--- src/rtl/alu_arbiter_if.sv ---
// Request, response and ALU-drive signals of the two-requester ALU arbiter.
// The slave modport is the arbiter's view; master is the requester/ALU side.
interface alu_arbiter_if #(
  parameter int DATA_W = 32
);
  logic              req0_valid;
  logic              req0_ready;
  logic [DATA_W-1:0] req0_data1;
  logic [DATA_W-1:0] req0_data2;
  logic [2:0]        req0_opr;
  logic              req0_subsra;

  logic              req1_valid;
  logic              req1_ready;
  logic [DATA_W-1:0] req1_data1;
  logic [DATA_W-1:0] req1_data2;
  logic [2:0]        req1_opr;
  logic              req1_subsra;

  logic [DATA_W-1:0] alu_data1;
  logic [DATA_W-1:0] alu_data2;
  logic [2:0]        alu_opr;
  logic              alu_subsra;
  logic [DATA_W-1:0] alu_out;
  logic              alu_z;

  logic              rsp0_valid;
  logic              rsp0_ready;
  logic [DATA_W-1:0] rsp0_result;
  logic              rsp0_z;

  logic              rsp1_valid;
  logic              rsp1_ready;
  logic [DATA_W-1:0] rsp1_result;
  logic              rsp1_z;

  logic              busy;

  modport slave (
    input  req0_valid, req0_data1, req0_data2, req0_opr, req0_subsra,
    input  req1_valid, req1_data1, req1_data2, req1_opr, req1_subsra,
    output req0_ready, req1_ready,
    output alu_data1, alu_data2, alu_opr, alu_subsra,
    input  alu_out, alu_z,
    output rsp0_valid, rsp0_result, rsp0_z,
    output rsp1_valid, rsp1_result, rsp1_z,
    input  rsp0_ready, rsp1_ready,
    output busy
  );

  modport master (
    output req0_valid, req0_data1, req0_data2, req0_opr, req0_subsra,
    output req1_valid, req1_data1, req1_data2, req1_opr, req1_subsra,
    input  req0_ready, req1_ready,
    input  alu_data1, alu_data2, alu_opr, alu_subsra,
    output alu_out, alu_z,
    input  rsp0_valid, rsp0_result, rsp0_z,
    input  rsp1_valid, rsp1_result, rsp1_z,
    output rsp0_ready, rsp1_ready,
    input  busy
  );
endinterface

--- src/rtl/alu_arbiter.sv ---
// Two-requester arbiter/sequencer for the shared ALU; one op in flight, response 2 cycles after accept.
// Backpressure: RESP holds result/z/owner until the owner's rsp_ready; no request is accepted meanwhile.
module alu_arbiter #(
  parameter int DATA_W     = 32,
  parameter int FIXED_PRIO = 0
) (
  input  logic           clk,
  input  logic           reset,
  alu_arbiter_if.slave   bus
);
  typedef enum logic [1:0] {IDLE, EXEC, RESP} state_t;

  state_t            state_q, state_d;
  logic              owner_q, owner_d;
  logic              last_grant_q, last_grant_d;
  logic [DATA_W-1:0] data1_q, data1_d;
  logic [DATA_W-1:0] data2_q, data2_d;
  logic [2:0]        opr_q, opr_d;
  logic              subsra_q, subsra_d;
  logic [DATA_W-1:0] result_q, result_d;
  logic              z_q, z_d;
  logic              grant0, grant1;

  always_comb begin
    state_d      = state_q;
    owner_d      = owner_q;
    last_grant_d = last_grant_q;
    data1_d      = data1_q;
    data2_d      = data2_q;
    opr_d        = opr_q;
    subsra_d     = subsra_q;
    result_d     = result_q;
    z_d          = z_q;
    grant0       = 1'b0;
    grant1       = 1'b0;

    // On a tie, round-robin favours whoever was not granted last.
    if (state_q == IDLE && !reset) begin
      if (bus.req0_valid && bus.req1_valid) begin
        if (FIXED_PRIO != 0 || last_grant_q) grant0 = 1'b1;
        else                                 grant1 = 1'b1;
      end else begin
        grant0 = bus.req0_valid;
        grant1 = bus.req1_valid;
      end
    end

    case (state_q)
      IDLE: begin
        if (grant0 || grant1) begin
          state_d      = EXEC;
          owner_d      = grant1;
          last_grant_d = grant1;
          data1_d      = grant1 ? bus.req1_data1  : bus.req0_data1;
          data2_d      = grant1 ? bus.req1_data2  : bus.req0_data2;
          opr_d        = grant1 ? bus.req1_opr    : bus.req0_opr;
          subsra_d     = grant1 ? bus.req1_subsra : bus.req0_subsra;
        end
      end
      EXEC: begin
        result_d = bus.alu_out;
        z_d      = bus.alu_z;
        state_d  = RESP;
      end
      RESP: begin
        if (owner_q ? bus.rsp1_ready : bus.rsp0_ready) state_d = IDLE;
      end
      default: state_d = IDLE;
    endcase
  end

  always_ff @(posedge clk) begin
    if (reset) begin
      state_q      <= IDLE;
      owner_q      <= 1'b0;
      last_grant_q <= 1'b1;
      data1_q      <= '0;
      data2_q      <= '0;
      opr_q        <= '0;
      subsra_q     <= 1'b0;
      result_q     <= '0;
      z_q          <= 1'b0;
    end else begin
      state_q      <= state_d;
      owner_q      <= owner_d;
      last_grant_q <= last_grant_d;
      data1_q      <= data1_d;
      data2_q      <= data2_d;
      opr_q        <= opr_d;
      subsra_q     <= subsra_d;
      result_q     <= result_d;
      z_q          <= z_d;
    end
  end

  assign bus.req0_ready  = grant0;
  assign bus.req1_ready  = grant1;
  assign bus.alu_data1   = data1_q;
  assign bus.alu_data2   = data2_q;
  assign bus.alu_opr     = opr_q;
  assign bus.alu_subsra  = subsra_q;
  assign bus.rsp0_valid  = (state_q == RESP) && !owner_q;
  assign bus.rsp1_valid  = (state_q == RESP) &&  owner_q;
  assign bus.rsp0_result = result_q;
  assign bus.rsp1_result = result_q;
  assign bus.rsp0_z      = z_q;
  assign bus.rsp1_z      = z_q;
  assign bus.busy        = (state_q != IDLE);
endmodule

--- src/flat_wrapper.sv ---
// flat-port wrapper written by rule: the top's interface ports become plain ports
module alu_arbiter_flat 
#(
  parameter int DATA_W     = 32,
  parameter int FIXED_PRIO = 0
)
  (clk, reset, bus_req0_valid, bus_req0_data1, bus_req0_data2, bus_req0_opr, bus_req0_subsra, bus_req1_valid, bus_req1_data1, bus_req1_data2, bus_req1_opr, bus_req1_subsra, bus_req0_ready, bus_req1_ready, bus_alu_data1, bus_alu_data2, bus_alu_opr, bus_alu_subsra, bus_alu_out, bus_alu_z, bus_rsp0_valid, bus_rsp0_result, bus_rsp0_z, bus_rsp1_valid, bus_rsp1_result, bus_rsp1_z, bus_rsp0_ready, bus_rsp1_ready, bus_busy);
  alu_arbiter_if #(.DATA_W(DATA_W)) bus_i ();
  input  logic clk;
  input  logic reset;
  input wire logic [$bits(bus_i.req0_valid)-1:0] bus_req0_valid;
  input wire logic [$bits(bus_i.req0_data1)-1:0] bus_req0_data1;
  input wire logic [$bits(bus_i.req0_data2)-1:0] bus_req0_data2;
  input wire logic [$bits(bus_i.req0_opr)-1:0] bus_req0_opr;
  input wire logic [$bits(bus_i.req0_subsra)-1:0] bus_req0_subsra;
  input wire logic [$bits(bus_i.req1_valid)-1:0] bus_req1_valid;
  input wire logic [$bits(bus_i.req1_data1)-1:0] bus_req1_data1;
  input wire logic [$bits(bus_i.req1_data2)-1:0] bus_req1_data2;
  input wire logic [$bits(bus_i.req1_opr)-1:0] bus_req1_opr;
  input wire logic [$bits(bus_i.req1_subsra)-1:0] bus_req1_subsra;
  output wire logic [$bits(bus_i.req0_ready)-1:0] bus_req0_ready;
  output wire logic [$bits(bus_i.req1_ready)-1:0] bus_req1_ready;
  output wire logic [$bits(bus_i.alu_data1)-1:0] bus_alu_data1;
  output wire logic [$bits(bus_i.alu_data2)-1:0] bus_alu_data2;
  output wire logic [$bits(bus_i.alu_opr)-1:0] bus_alu_opr;
  output wire logic [$bits(bus_i.alu_subsra)-1:0] bus_alu_subsra;
  input wire logic [$bits(bus_i.alu_out)-1:0] bus_alu_out;
  input wire logic [$bits(bus_i.alu_z)-1:0] bus_alu_z;
  output wire logic [$bits(bus_i.rsp0_valid)-1:0] bus_rsp0_valid;
  output wire logic [$bits(bus_i.rsp0_result)-1:0] bus_rsp0_result;
  output wire logic [$bits(bus_i.rsp0_z)-1:0] bus_rsp0_z;
  output wire logic [$bits(bus_i.rsp1_valid)-1:0] bus_rsp1_valid;
  output wire logic [$bits(bus_i.rsp1_result)-1:0] bus_rsp1_result;
  output wire logic [$bits(bus_i.rsp1_z)-1:0] bus_rsp1_z;
  input wire logic [$bits(bus_i.rsp0_ready)-1:0] bus_rsp0_ready;
  input wire logic [$bits(bus_i.rsp1_ready)-1:0] bus_rsp1_ready;
  output wire logic [$bits(bus_i.busy)-1:0] bus_busy;
  assign bus_i.req0_valid = bus_req0_valid;
  assign bus_i.req0_data1 = bus_req0_data1;
  assign bus_i.req0_data2 = bus_req0_data2;
  assign bus_i.req0_opr = bus_req0_opr;
  assign bus_i.req0_subsra = bus_req0_subsra;
  assign bus_i.req1_valid = bus_req1_valid;
  assign bus_i.req1_data1 = bus_req1_data1;
  assign bus_i.req1_data2 = bus_req1_data2;
  assign bus_i.req1_opr = bus_req1_opr;
  assign bus_i.req1_subsra = bus_req1_subsra;
  assign bus_req0_ready = bus_i.req0_ready;
  assign bus_req1_ready = bus_i.req1_ready;
  assign bus_alu_data1 = bus_i.alu_data1;
  assign bus_alu_data2 = bus_i.alu_data2;
  assign bus_alu_opr = bus_i.alu_opr;
  assign bus_alu_subsra = bus_i.alu_subsra;
  assign bus_i.alu_out = bus_alu_out;
  assign bus_i.alu_z = bus_alu_z;
  assign bus_rsp0_valid = bus_i.rsp0_valid;
  assign bus_rsp0_result = bus_i.rsp0_result;
  assign bus_rsp0_z = bus_i.rsp0_z;
  assign bus_rsp1_valid = bus_i.rsp1_valid;
  assign bus_rsp1_result = bus_i.rsp1_result;
  assign bus_rsp1_z = bus_i.rsp1_z;
  assign bus_i.rsp0_ready = bus_rsp0_ready;
  assign bus_i.rsp1_ready = bus_rsp1_ready;
  assign bus_busy = bus_i.busy;
  alu_arbiter #(.DATA_W(DATA_W), .FIXED_PRIO(FIXED_PRIO)) u_core (.clk(clk), .reset(reset), .bus(bus_i));
endmodule
--- config.mk ---
export PLATFORM = sky130hd
export DESIGN_NAME = alu_arbiter_flat
export DESIGN_NICKNAME = d
export VERILOG_FILES = /design/src/rtl/alu_arbiter_if.sv /design/src/rtl/alu_arbiter.sv /design/src/flat_wrapper.sv
export SDC_FILE = /design/constraint.sdc
export NUM_CORES = 1
export LEC_CHECK = 0
export ABC_AREA = 0
export BUFFER_PORTS_ARGS = -buffer_cell sky130_fd_sc_hd__buf_2
export CAP_MARGIN = 30
export CORE_AREA = 2 2 123 125
export CTS_CLUSTER_SIZE = 8
export DETAILED_ROUTE_END_ITERATION = 8
export DIE_AREA = 0 0 125 127
export HOLD_SLACK_MARGIN = 0.06
export PLACE_DENSITY = 0.68
export SLEW_MARGIN = 5
export SYNTH_ARGS = -nofsm -noshare
export SYNTH_HDL_FRONTEND = slang
export SYNTH_SLANG_ARGS = --single-unit
--- constraint.sdc ---
create_clock -name clk -period 3.96 [get_ports clk]
set_input_delay 0.594 -clock clk [delete_from_list [all_inputs] [get_ports clk]]
set_output_delay 0.594 -clock clk [all_outputs]
set_load 0.05 [all_outputs]
==> run_results.csv, run 1 <==
group,metric,value,unit
outcome,status,"complete, no violations",
clocking,clk_pin_slew_worst_paths,0.07,ns
place,place_congestion,0.775,
synthesis,netlist_instances,606,
final_layout,final_area,0.00656,mm²
final_layout,final_cell_mix,"312 x buf_2, 105 x dfxtp_1, 103 x a21oi_1",
clocking,cts-buffers-inserted,9,
clocking,cts-root-buf,"clkbuf_16",
place,io_buffers,313,
power_and_ir_drop,intPower,1.98,mW
final_layout,diodes,0,
floorplanning,fp.coreArea,0.0144,mm²
place,placed_area,0.00624,mm²
clocking,cts_tree,"yes",
power_and_ir_drop,clockPowerShare,0.309,
drt,detail_route.wl_per_cell,16.1,µm
synthesis,synth.area.top_cells,"dfxtp_1 43%, a311oi_1 12%, a21oi_1 11%, nand3_1 7.0%, o21ai_0 5.9%",
floorplanning,die_area,0.0159,mm²
global_routing,track_usage,0.198,
synthesis,synth_enable_flop_cells,0,
floorplanning,die_x,125,µm
global_routing,overflow,0,
clocking,cts.sinks,105,
power_and_ir_drop,powerDensity,482,mW/mm²
drt,routed_wl,16500,µm
worst_setup_path,path_class,"flop to output pin",
synthesis,postSynthAreaPerCell,8.08,µm²
final_layout,area_growth,34.1,%
sta,finalHoldViolCount,0,
floorplanning,io_pins,314,
global_routing,grt_pass1_wl,25800,µm
worst_setup_path,r2r_cells,3,
drt,vias,5366,
worst_hold_path,hp-class,"flop to flop",
power_and_ir_drop,ir_drop,0.262,mV
worst_setup_path,endpoint_kind,"output pin",
sta,finalCritPeriodShare,0.661,
power_and_ir_drop,pwr-share-comb,0.309,
clocking,cts_hold_buf,0,
drt,viasPerCell,5.23,
synthesis,synth_top_area_cell,"dfxtp_1",
final_layout,drive_gt1_frac,0.411,
global_routing,grt_max_degree,137,
clocking,post_cts_buffers,0,
synthesis,yosys_warnings,0,
synthesis,synthArstFlopShare,0,
sta,grt_setup_unrepaired,"false",
worst_setup_path,start_kind,"flop",
sta,finalSetupViolCount,0,
clocking,clock_path_buffers,2,
sta,period_needed,2.62,ns
synthesis,synthesis.nets,781,
clocking,h-tree-depth,3,
synthesis,synth_top_area_frac,0.429,
worst_hold_path,whs_endpoint,"u_core.bus.rsp0_result[14]",
worst_setup_path,worstPathMaxFanout,28,
place,dpl.hpwl,11100,µm
sta,max_freq,382,MHz
drt,antenna_left,0,
final_layout,layout_commonest_cell,"buf_2",
synthesis,synth-main-ff-cell,"dfxtp_1",
power_and_ir_drop,leakage,2.94,nW
sta,worstMarginPinSlew,1.02,ns
synthesis,ys_seq_area_frac,0.429,
sta,relSlewSlack,0.320,
synthesis,ys_ff_latch,105,
global_routing,antenna_found_initial,0,
sta,fin_tns_setup,0,ns
worst_setup_path,r2r_setup_slack,1.45,ns
clocking,clk_latency,0.34,ns
global_routing,grt_pass1_vias,4969,
worst_setup_path,arrival,2.02,ns
sta,fin_worst_skew,0.00959,ns
final_layout,fin_nets,1012,
worst_hold_path,hold_depth,2,
synthesis,syn_area,0.00489,mm²
floorplanning,start_util,0.339,
final_layout,n_fill_cell,1514,
power_and_ir_drop,switchingPower,1.18,mW
floorplanning,die_h,127,µm
worst_setup_path,critPathRequiredTime,3.37,ns
worst_hold_path,hold_start,"u_core.bus.rsp0_result[14]",
synthesis,synthDistinctLibCells,28,
drt,firstDrtPassIters,5,
clocking,ctsResizeCount,0,
power_and_ir_drop,p_sw_frac,0.374,
drt,drc,0,
power_and_ir_drop,p_seq_frac,0.382,
worst_setup_path,r2r-start,"u_core.state_q[1]",
sta,slew_violations,0,
floorplanning,rows,44,
drt,dr.first_iter.drc_count,273,
worst_setup_path,r2r_end,"u_core.bus.alu_data2[31]",
job,drv_cap,0,
==> sequential cells by signal (all words and copies together), names as in the netlist <==
signal	cells
u_core.bus.alu_opr	3
u_core.last_grant_q	1
u_core.bus.rsp0_z	1
u_core.bus.alu_data1	32
u_core.owner_q	1
u_core.state_q	2
u_core.bus.rsp0_result	32
u_core.bus.alu_data2	32
u_core.bus.alu_subsra	1
==> stage by stage <==
| stage | std cells | setup WS (ns) | util | power [mW] | hold WS [ns] |
|---|---|---|---|---|---|
| after global placement | 1009 | 1.27 | 0.431 | 2.20 | 0.452 |
| after floorplan | 606 | 1.34 | - | 1.97 | 0.494 |
| after detailed placement | 1010 | 1.22 | 0.433 | 2.21 | 0.454 |
| after global routing | 1026 | 1.23 | 0.455 | 3.30 | 0.473 |
| after CTS | 1026 | 1.31 | 0.455 | 3.19 | 0.463 |
| final | 1026 | 1.34 | 0.455 | 3.16 | 0.464 |
==> cell families (layout without fill, tap and decap cells) <==
| group | Yosys count | in the layout | synth area share |
|---|---|---|---|
| AO/OA/AOI/OAI | 244 | 244 | 0.305 |
| AND/OR/NAND/NOR | 148 | 148 | 0.140 |
| buffers and inverters | 108 | 344 | 0.124 |
| flip-flops | 105 | 105 | 0.429 |
| multiplexers | 1 | 1 | 0.00205 |
==> power groups by stage <==
stage	clock network [mW]	registers, mW	logic, mW
after detailed placement	0	1.23	0.983
final	0.977	1.21	0.977
after global placement	0	1.23	0.975
after global routing	1.04	1.22	1.04
after floorplan	0	1.54	0.431
after CTS	1.00	1.21	0.983
==> worst max-delay path: stages, from the launching register on <==
cell and delay [ns]:
dfxtp_1 0.41, or3_2 0.80, nor2_1 0.19, buf_2 0.28
==> synth_stat cells (2+ instances only) <==
library cell / count
dfxtp_1: 105
a21oi_1: 103
a311oi_1: 68
nand2_1: 68
nand3_1: 68
o21ai_0: 58
buf_4: 37
buf_2: 30
clkbuf_1: 27
o21ai_1: 12
clkbuf_2: 7
inv_1: 3
nor2_1: 3
buf_1: 2
buf_6: 2
==> routing by layer <==
layer	vias to the layer above	share of wire	track usage
met4	0	0.014	0.0595
met5	-	0	0
met1	2448	0.41	0.246
li1	2654	-	-
met3	14	0.075	0.0477
met2	250	0.50	0.340
==> final cells by class <==
class | instances | area [µm²] | area share
clock buffer | 12 | 246 | 0.0376
clock inverter | 4 | 76.3 | 0.0116
inverter | 3 | 11.3 | 0.00172
multi-input combinational | 393 | 2200 | 0.336
sequential | 105 | 2100 | 0.320
tap | 184 | 230 | 0.0351
timing repair buffer | 325 | 1690 | 0.258
==> worst max-delay path by stage <==
stage	start	to
2_1_floorplan	reset	bus_req0_ready
3_3_place_gp	reset	u_core.bus.alu_data2[1]
3_5_place_dp	reset	u_core.bus.alu_data1[19]
4_1_cts	u_core.state_q[1]	bus_req0_ready
5_1_grt	u_core.state_q[1]	bus_req0_ready
6_report	u_core.state_q[1]	bus_req0_ready
Power figures use the tool's default switching activity.
==> inputs of run 2 (changes only) <==
Settings changed: CORE_AREA 2 2 123 125 to 2 2 122 124, DIE_AREA 0 0 125 127 to 0 0 124 126, PLACE_DENSITY 0.68 to 0.72.
Clock period 3.96 ns to 2.2 ns, I/O delays scaled along.
==> run 2 against run 1 <==
First-iteration DRC count is 15% higher. Critical path type unchanged. Combinational power is 83% higher. Largest cell class unchanged. Clock power is 66% higher. Routed wire length is 0.38% higher. Global-route usage is 0.30 points higher. Die area is 1.6% lower. Register-to-register slack worse by 1.0 ns.
==> run_results.csv, run 2 (synthesis gave the netlist of run 1 again) <==
group,metric,value,unit
outcome,status,"complete, no violations",
clocking,clock_path_buffers,2,
worst_setup_path,endpoint_kind,"output pin",
final_layout,drive_gt1_frac,0.414,
clocking,h-tree-depth,3,
power_and_ir_drop,powerDensity,844,mW/mm²
worst_setup_path,r2r_setup_slack,0.42,ns
drt,viasPerCell,5.34,
sta,fin_worst_skew,0.0115,ns
floorplanning,die_h,126,µm
sta,relSlewSlack,0.613,
worst_setup_path,cpMaxStageDelayCell,"or3_2",
worst_setup_path,critPathRequiredTime,1.87,ns
global_routing,grt_pass1_vias,4925,
worst_setup_path,crit_start,"u_core.state_q[1]",
global_routing,grt_pass1_wl,24900,µm
drt,drc,0,
floorplanning,die_area,0.0156,mm²
worst_setup_path,r2r_end,"u_core.bus.alu_data1[8]",
place,dpl_worst_slack,0.433,ns
drt,dr.first_iter.drc_count,313,
final_layout,n_fill_cell,1437,
global_routing,track_usage,0.201,
worst_setup_path,cp_slowest_stage_delay,0.60,ns
sta,period_needed,2.12,ns
worst_setup_path,worstPathMaxFanout,8,
place,place_congestion,0.790,
final_layout,final_cell_mix,"311 x buf_2, 105 x dfxtp_1, 103 x a21oi_1",
sta,fin_tns_setup,0,ns
worst_setup_path,crit_chain,"or3_2 > nor2_1 > clkbuf_4",
final_layout,multi_input_area,0.00220,mm²
drt,detail_route.wl_per_cell,16.1,µm
sta,finalHoldViolCount,0,
sta,worstMarginPinSlew,0.581,ns
worst_setup_path,critPathTopFamily,"simple AND/OR/NAND/NOR gates",
place,dpl.hpwl,11400,µm
clocking,cts-buffers-inserted,9,
power_and_ir_drop,leakage,2.96,nW
job,drv_cap,0,
clocking,cts-root-buf,"clkbuf_16",
worst_setup_path,worst-path-stages,3,
place,io_buffers,313,
worst_setup_path,r2r_cells,4,
sta,setup_ws,0.0832,ns
drt,antenna_left,0,
final_layout,regArea,0.00210,mm²
floorplanning,die_x,124,µm
worst_setup_path,crit_end,"bus_req0_ready",
drt,vias,5493,
worst_hold_path,hp-class,"primary input to flop",
sta,max_freq,472,MHz
clocking,cts_tree,"yes",
clocking,clk_latency,0.35,ns
floorplanning,start_util,0.342,
final_layout,diodes,0,
floorplanning,rows,44,
final_layout,area_growth,35.2,%
final_layout,layout_commonest_cell,"buf_2",
sta,finalCritPeriodShare,0.962,
clocking,cts.sinks,105,
global_routing,grt_max_degree,82,
global_routing,antenna_found_initial,0,
sta,finalSetupViolCount,0,
global_routing,overflow,0,
power_and_ir_drop,ir_drop,0.355,mV
sta,grt_setup_unrepaired,"false",
drt,firstDrtPassIters,4,
worst_setup_path,arrival,1.79,ns
drt,routed_wl,16600,µm
floorplanning,fp.coreArea,0.0143,mm²
worst_setup_path,path_class,"flop to output pin",
worst_setup_path,start_kind,"flop",
worst_setup_path,path_buf_inv,1,
clocking,cts_hold_buf,0,
final_layout,fin_nets,1016,
worst_setup_path,r2r-start,"u_core.state_q[1]",
floorplanning,io_pins,314,
clocking,clk_pin_slew_worst_paths,0.07,ns
sta,slew_violations,0,
-- run 2: repair_timing --
item                                    in CTS  in global routing
buffers inserted                             0                  0
endpoints found under the setup margin       0                  1
resized for setup                            0                  1
-- run 2: through the flow --
stage | utilization | instances | cell area (µm²) | power, mW | hold slack, ns
after floorplan | - | 606 | 4890 | 3.54 | 0.466
after global placement | 0.440 | 1013 | 6290 | 4.00 | 0.451
after detailed placement | 0.442 | 1014 | 6320 | 4.01 | 0.456
after CTS | 0.462 | 1029 | 6620 | 5.65 | 0.201
after global routing | 0.462 | 1029 | 6620 | 5.88 | 0.210
final | 0.462 | 1029 | 6620 | 5.59 | 0.217
-- run 2: layout make-up --
type	count	share of cell area
Sequential cell	105	0.318
Inverter	3	0.00170
Timing Repair Buffer	329	0.268
Tap cell	184	0.0348
Multi-Input combinational cell	393	0.333
Clock buffer	11	0.0367
Clock inverter	4	0.00813
-- run 2: worst min-delay path by stage --
stage,endpoint,cells past startpoint,start
detailed placement,u_core.bus.rsp0_result[29],2,u_core.bus.rsp0_result[29]
CTS,u_core.bus.rsp0_result[8],3,bus_alu_out[8]
global placement,u_core.bus.rsp0_result[17],2,u_core.bus.rsp0_result[17]
floorplan,u_core.bus.rsp0_result[1],2,bus_alu_out[1]
finish,u_core.bus.rsp0_result[12],3,bus_alu_out[12]
global route,u_core.bus.rsp0_result[22],3,bus_alu_out[22]
-- run 2: per-layer routing --
layer | part of all wire | GRT usage
met3 | 0.089 | 0.0566
met4 | 0.016 | 0.0661
met5 | 0 | 0
met2 | 0.49 | 0.347
met1 | 0.40 | 0.237
-- run 2: worst min-delay path, delay by kind of cell --
| kind | cells | cell delay (ns) |
|---|---|---|
| compound gates | 1 | 0.05 |
| simple gates | 1 | 0.04 |
| buf+inv | 1 | 0.09 |
-- run 2: power by group --
group          total [mW]  internal (mW)  switching, mW
combinational        1.79          0.485           1.31
clock                1.62          0.911          0.712
sequential           2.17           2.07          0.101
total                5.59           3.47           2.12
